## src/rtl/fft_bitrev_buffer.sv

```systemverilog
// fft_bitrev_buffer
// Input stage of the FFT core. Serial samples arrive over valid/ready and are
// written into one half of a ping-pong frame buffer at their bit-reversed (or
// natural) address. A completed half is shown to the butterfly array as one
// flat word while the other half fills. Frame-length mismatches pulse
// frame_err. All state changes on the falling edge of clk; rst is active low.
module fft_bitrev_buffer #(
    parameter int N_POINTS = 64,
    parameter int LOG2_N   = 6,
    parameter int DATA_W   = 16,
    parameter int BITREV   = 1
) (
    input  logic                         clk,
    input  logic                         rst,
    input  logic [DATA_W-1:0]            in_data,
    input  logic                         in_valid,
    output logic                         in_ready,
    input  logic                         in_last,
    output logic [N_POINTS*DATA_W-1:0]   out_data,
    output logic                         out_valid,
    input  logic                         out_ready,
    output logic                         frame_err
);

    localparam logic [LOG2_N-1:0] LAST_IDX = LOG2_N'(N_POINTS - 1);

    // Mirror the LOG2_N address bits: bit i of the result is bit LOG2_N-1-i.
    function automatic logic [LOG2_N-1:0] bit_reverse(input logic [LOG2_N-1:0] idx);
        logic [LOG2_N-1:0] rev;
        rev = '0;
        for (int i = 0; i < LOG2_N; i++) begin
            rev[i] = idx[LOG2_N-1-i];
        end
        return rev;
    endfunction

    // Two frame banks; bank index is wr_bank / rd_bank.
    logic [DATA_W-1:0] bank_mem [2][N_POINTS];

    logic [1:0]        full;
    logic [1:0]        full_nxt;
    logic              wr_bank;
    logic              rd_bank;
    logic [LOG2_N-1:0] wr_cnt;
    logic [LOG2_N-1:0] wr_addr;

    logic accept;
    logic xfer;
    logic cnt_at_end;
    logic frame_done;
    logic frame_abort;
    logic len_err;

    // Handshake qualifiers. in_ready is held low while rst is asserted so the
    // source cannot see a ready before the buffer is out of reset; otherwise it
    // depends only on registered state, never on in_valid.
    assign in_ready    = rst & ~full[wr_bank];
    assign out_valid   = full[rd_bank];
    assign accept      = in_valid & in_ready;
    assign xfer        = out_valid & out_ready;

    // Frame boundary decode. A frame ends on the N-th sample regardless of
    // in_last; in_last anywhere else aborts the frame. Either disagreement
    // between counter and in_last is a length error.
    assign cnt_at_end  = (wr_cnt == LAST_IDX);
    assign frame_done  = accept & cnt_at_end;
    assign frame_abort = accept & in_last & ~cnt_at_end;
    assign len_err     = accept & (cnt_at_end ^ in_last);

    // Write address: reversed or natural order, fixed at elaboration.
    generate
        if (BITREV != 0) begin : g_rev_addr
            assign wr_addr = bit_reverse(wr_cnt);
        end else begin : g_nat_addr
            assign wr_addr = wr_cnt;
        end
    endgenerate

    // Read bank flattened onto the output bus, slot k at bits [k*DATA_W +: DATA_W].
    generate
        for (genvar k = 0; k < N_POINTS; k++) begin : g_slot
            assign out_data[k*DATA_W +: DATA_W] = bank_mem[rd_bank][k];
        end
    endgenerate

    // Next full flags: a completion and a transfer on the same edge always hit
    // different banks (accept needs the write bank empty, transfer needs the
    // read bank full), so applying both is safe.
    always_comb begin
        full_nxt = full;
        if (xfer) begin
            full_nxt[rd_bank] = 1'b0;
        end
        if (frame_done) begin
            full_nxt[wr_bank] = 1'b1;
        end
    end

    // Sample storage; cleared on reset so no stale frame can leak out.
    always_ff @(negedge clk or negedge rst) begin
        if (!rst) begin
            for (int b = 0; b < 2; b++) begin
                for (int i = 0; i < N_POINTS; i++) begin
                    bank_mem[b][i] <= '0;
                end
            end
        end else if (accept) begin
            bank_mem[wr_bank][wr_addr] <= in_data;
        end
    end

    // Write counter and write-bank pointer.
    always_ff @(negedge clk or negedge rst) begin
        if (!rst) begin
            wr_cnt  <= '0;
            wr_bank <= 1'b0;
        end else if (frame_done) begin
            wr_cnt  <= '0;
            wr_bank <= ~wr_bank;
        end else if (frame_abort) begin
            wr_cnt  <= '0;
        end else if (accept) begin
            wr_cnt  <= wr_cnt + 1'b1;
        end
    end

    // Bank occupancy flags.
    always_ff @(negedge clk or negedge rst) begin
        if (!rst) begin
            full <= 2'b00;
        end else begin
            full <= full_nxt;
        end
    end

    // Read-bank pointer advances on every frame handed to the consumer.
    always_ff @(negedge clk or negedge rst) begin
        if (!rst) begin
            rd_bank <= 1'b0;
        end else if (xfer) begin
            rd_bank <= ~rd_bank;
        end
    end

    // One-cycle length-error pulse.
    always_ff @(negedge clk or negedge rst) begin
        if (!rst) begin
            frame_err <= 1'b0;
        end else begin
            frame_err <= len_err;
        end
    end

endmodule

```

## config.mk

```make
export PLATFORM = sky130hd
export DESIGN_NAME = fft_bitrev_buffer
export DESIGN_NICKNAME = d
export VERILOG_FILES = /design/src/rtl/fft_bitrev_buffer.sv
export SDC_FILE = /design/constraint.sdc
export NUM_CORES = 2
export LEC_CHECK = 0
export CAP_MARGIN = 20
export CORE_ASPECT_RATIO = 1.75
export CORE_UTILIZATION = 25
export CTS_BUF_LIST = sky130_fd_sc_hd__clkbuf_4 sky130_fd_sc_hd__clkbuf_8
export DETAILED_ROUTE_END_ITERATION = 10
export PLACE_DENSITY = 0.55
export SLEW_MARGIN = 15
export SYNTH_ARGS = -nofsm -noshare
export SYNTH_HDL_FRONTEND = slang
export SYNTH_SLANG_ARGS = --single-unit
```

## constraint.sdc

```tcl
create_clock -name clk -period 2.4 [get_ports clk]
set_clock_uncertainty 0.05 [all_clocks]
set_input_delay 0.48 -clock clk [delete_from_list [all_inputs] [get_ports clk]]
set_output_delay 0.48 -clock clk [all_outputs]
set_load 0.01 [all_outputs]
```

* Word-level counts from Yosys, hierarchy flattened
Cells that the tools add are included.
** Word-level totals
- Memories :: 0
- Latch bits :: 0
- Bits in registers :: 2059
- RAM bits :: 0
- Bits in read-only memories :: 0
- Word-level logic and storage cells :: 188
- Input port bits :: 21
** Operators by class
- Reduce and logical (&&, ||, !) cells :: 5
- Shift-type cells :: 0
- Div/mod/pow operators :: 0
- Bitwise logic cells :: 18
- Muxes and demuxes :: 21
- Add/subtract/negate cells :: 1
- Equality and inequality tests :: 1
- Multipliers :: 0
- Magnitude comparators :: 9
** Operators by type and width (number)
- 2-to-1 mux 1024 bit :: 4
- bitwise mux 2048 bit :: 1
- demux 1024 bit (select 1 bit) :: 1
- demux 16 bit (select 6 bit) :: 1
- 2-to-1 mux 6 bit :: 3
- 2-to-1 mux 16 bit :: 1
- AND 1 bit :: 7
- greater-or-equal comparator 7 bit, second input constant :: 1
- < comparator 7 x 1 -> 1 bit, second input constant :: 1
- NOT 6 -> 7 bit :: 1
- adder 6 x 1 -> 6 bit, second input constant :: 1
- equality test 6 bit, second input constant :: 1
- 2-to-1 mux 1 bit :: 6
- greater-or-equal comparator 2 bit, second input constant :: 2
- logical AND 1 bit :: 4
- < comparator 1 x 2 -> 1 bit, second input constant :: 2
- 2-to-1 mux 2 bit :: 2
- NOT 1 bit :: 4
- NOT 1 -> 2 bit :: 2
- nonzero test 3 bit :: 1
- AND 2 bit :: 1
- demux 1 bit (select 1 bit) :: 2
- greater-or-equal comparator 1 bit, second input constant :: 2
- < comparator 2 x 1 -> 1 bit, second input constant :: 1
- 3 further kinds :: 3

* Longest topological paths before layout
- Depth in word-level cells :: 9
- Gate-level depth with buffers :: 9
- Gate-level depth less buffers :: 6

==> results.ini <==
[run_status]
status = complete, but fails checks
violations = setup timing

[clock_tree]
cts_buffers = 333
cts_tree = built
clockBufferDepth = 4
clk_pin_slew_ps = 50
cts_sinks = 2059
ctsRootBufferMaster = clkbuf_8
h-tree-depth = 5
clk_latency_ps = 890
cts_hold_buf = 0

[synthesis]
yosys-top-cells-count = mux2_2 (3,074), dfrtn_1 (2,059), clkbuf_1 (294)
synth_fp_nets = 5878
syn_inst = 5851
yosys_warnings = 0
yosys.area.top_type = dfrtn_1
synthTopCellsByArea = dfrtn_1 (57%), mux2_2 (38%), clkbuf_1 (1.2%)
yosysMostFrequentCell = mux2_2
yosysSeqAreaShare_pct = 57.1
ys_seq_elements = 2059
syn_area_um2 = 90300
yosysTopAreaCellShare_pct = 57.1
synth_cell_type_count = 45
synth_edf_count = 0
avgSynthCellArea_um2 = 15.4
synthFlopType = dfrtn_1
async_reset_ff_share_pct = 100

[sta]
slew_headroom_pct = 27.9
finalHoldViolCount = 0
rsz0062_at_grt = yes
slew_viol_final = 0
layout_setup_ws_ps = -2360
tightest_slew_ps = 1080
setup_viol = 3126

[route]
drc = 0
num_vias = 54600
routed_via_density = 4.47
routedWlPerCell_um = 26.5
drtPass1Iterations = 5
drt_iter0_drc = 2454
finalWirelength_mm = 324
drt.antenna.violating_nets = 0

[critical_path]
timing.rr.end = bank_mem[2001]
max_stage_delay_ps = 500
crit_fanout = 11
cpMostUsedCell = buf_4
cp_cell_sequence = buf_4 > buf_12 > bufbuf_16 > buf_4 > mux2_4 > clkdlybuf4s50_1
critical_path_class = register to output pin
crit_path_start_kind = register
cp.arrival_ps = 4230
end_kind = output pin
worst-path-buf-inv = 5
reg2reg_from = wr_cnt[0]
critPathSlowestCell = clkdlybuf4s50_1
critical_path_depth = 6
r2r_setup_slack_ps = -80
crit_family = buffers and inverters
required_ps = 1870
r2r_cells = 8

[hold_path]
min_path_cells = 1
min_from = bank_mem[1399]
holdPathEnd = bank_mem[1399]
hold_path_class = register to register

[global_route]
antenna_found_initial = 19
grt.total_usage_pct = 17.3
grt_pass1_wl_mm = 459
overflow = 0
grt_max_degree = 182
grt_pass1_vias = 60700

[place]
hpwl_mm = 223
gp_congestion = 0.781
portBuffers = 1047

[power_and_ir_drop]
p_leak_nw = 59.5
swShare_pct = 26.8
p_per_area_nw_per_um2 = 697
p_int_mw = 61.9
fin_total_pwr_mw = 84.5
combPwrFrac_pct = 15.8
clockPowerShare_pct = 39.0
power_frac_seq_pct = 45.2
peakVddDrop_mv = 0.494
p_sw_mw = 22.6

[floorplan]
die_area_um2 = 364000
initial_core_util_pct = 25.1
coreArea_um2 = 359000
ios = 1048
chipHeight_um = 797
die_x_um = 456
rows = 291

[cells_and_area]
final_nets = 7293
drive_above_1_share_pct = 59.0
fin_util_pct = 33.8
area_growth_pct = 34.3

[run]
max-cap-violations = 0

==> how the worst max path moves through the flow <==
| stage | from | end | slack, ps |
|---|---|---|---|
| 3_3_place_gp | in_valid | bank_mem[1961] | -1790 |
| 5_1_grt | rd_bank | out_data[572] | -2490 |
| 4_1_cts | rd_bank | out_data[561] | -2500 |
| 2_1_floorplan | in_valid | bank_mem[261] | -820 |
| 6_report | rd_bank | out_data[560] | -2360 |
| 3_5_place_dp | in_valid | bank_mem[1999] | -1780 |
==> flip-flops by register name (all words and copies together), names as in the netlist <==
signal,count
full,2
rd_bank,1
wr_cnt,6
bank_mem,2048
wr_bank,1
frame_err,1
==> worst reg2reg max path: cells and delay by family, from the launching register on <==
family                   cells  cell delay (ps)
buffers and inverters        3              460
AND/OR/NAND/NOR              3              690
flip-flops                   1              460
adder cells (fa/ha/maj)      1              250
multiplexers                 1              390
==> power groups by stage <==
stage                     registers [mW]  logic, mW  clock network [mW]
after floorplan                     38.5       6.45                   0
after global placement              38.7       13.1                   0
final                               38.2       13.3                32.9
after CTS                           38.3       13.3                34.1
after detailed placement            38.8       13.2                   0
after global routing                38.5       14.1                35.5
==> final cells by class <==
| cell class | instances | area [µm²] |
|---|---|---|
| fillers | 34900 | 238000 |
| flip-flops and latches | 2059 | 51500 |
| multi-input cells | 3295 | 38400 |
| repair buffers | 1573 | 18300 |
| clock buffers | 527 | 6480 |
| well taps | 4688 | 5870 |
| clock inverters | 51 | 607 |
| diodes | 14 | 35.0 |
| inverters | 4 | 15.0 |
==> metrics by stage <==
| step | TNS (ps) | instance area [µm²] | setup slack (ps) | hold slack, ps | std cells |
|---|---|---|---|---|---|
| 2_1_floorplan | -2130280 | 93400 | -819 | 366 | 5851 |
| 3_3_place_gp | -5890030 | 113000 | -1790 | 391 | 11600 |
| 3_5_place_dp | -5950940 | 113000 | -1780 | 397 | 11600 |
| 4_1_cts | -3665680 | 120000 | -2500 | 398 | 12100 |
| 5_1_grt | -3826900 | 121000 | -2490 | 406 | 12200 |
| 6_report | -3592100 | 121000 | -2360 | 396 | 12200 |
==> logic make-up (layout without fill, tap and decap cells) <==
group / Yosys count / count (layout) / share of synthesized area, %
AO/OA/AOI/OAI: 16 / 16 / 0.104
buffers and inverters: 497 / 2155 / 2.77
multiplexers: 3075 / 3075 / 38.4
other: 0 / 14 / 0
AND/OR/NAND/NOR: 197 / 197 / 1.59
adder cells (fa/ha/maj): 6 / 6 / 0.0832
XOR/XNOR: 1 / 1 / 0.00971
flip-flops: 2059 / 2059 / 57.1
==> routing by layer <==
| metal | up-vias | global-route usage [%] | wire (µm) |
|---|---|---|---|
| li1 | 23600 | - | - |
| met1 | 29100 | 20.2 | 128000 |
| met2 | 1475 | 29.2 | 157000 |
| met3 | 464 | 5.15 | 22800 |
| met4 | 0 | 7.91 | 16000 |
| met5 | - | 0 | 0 |
==> timing repair <==
item	4_1_cts	5_1_grt
buffers inserted	2	35
gates cloned	1	15
gates resized for setup	156	244
endpoints found under the setup margin	3075	3766
==> cell usage in the layout, fill, tap and decap left out, types with 58 or more instances in the layout <==
master and n:
buf_12 257, clkdlybuf4s50_1 843, clkbuf_4 124, mux2_4 469, clkbuf_8 403, dfrtn_1 2059
mux2_2 2605, buf_4 262, dlymetal6s2s_1 68, nor2_4 58
(Power assumes the default switching activity.)
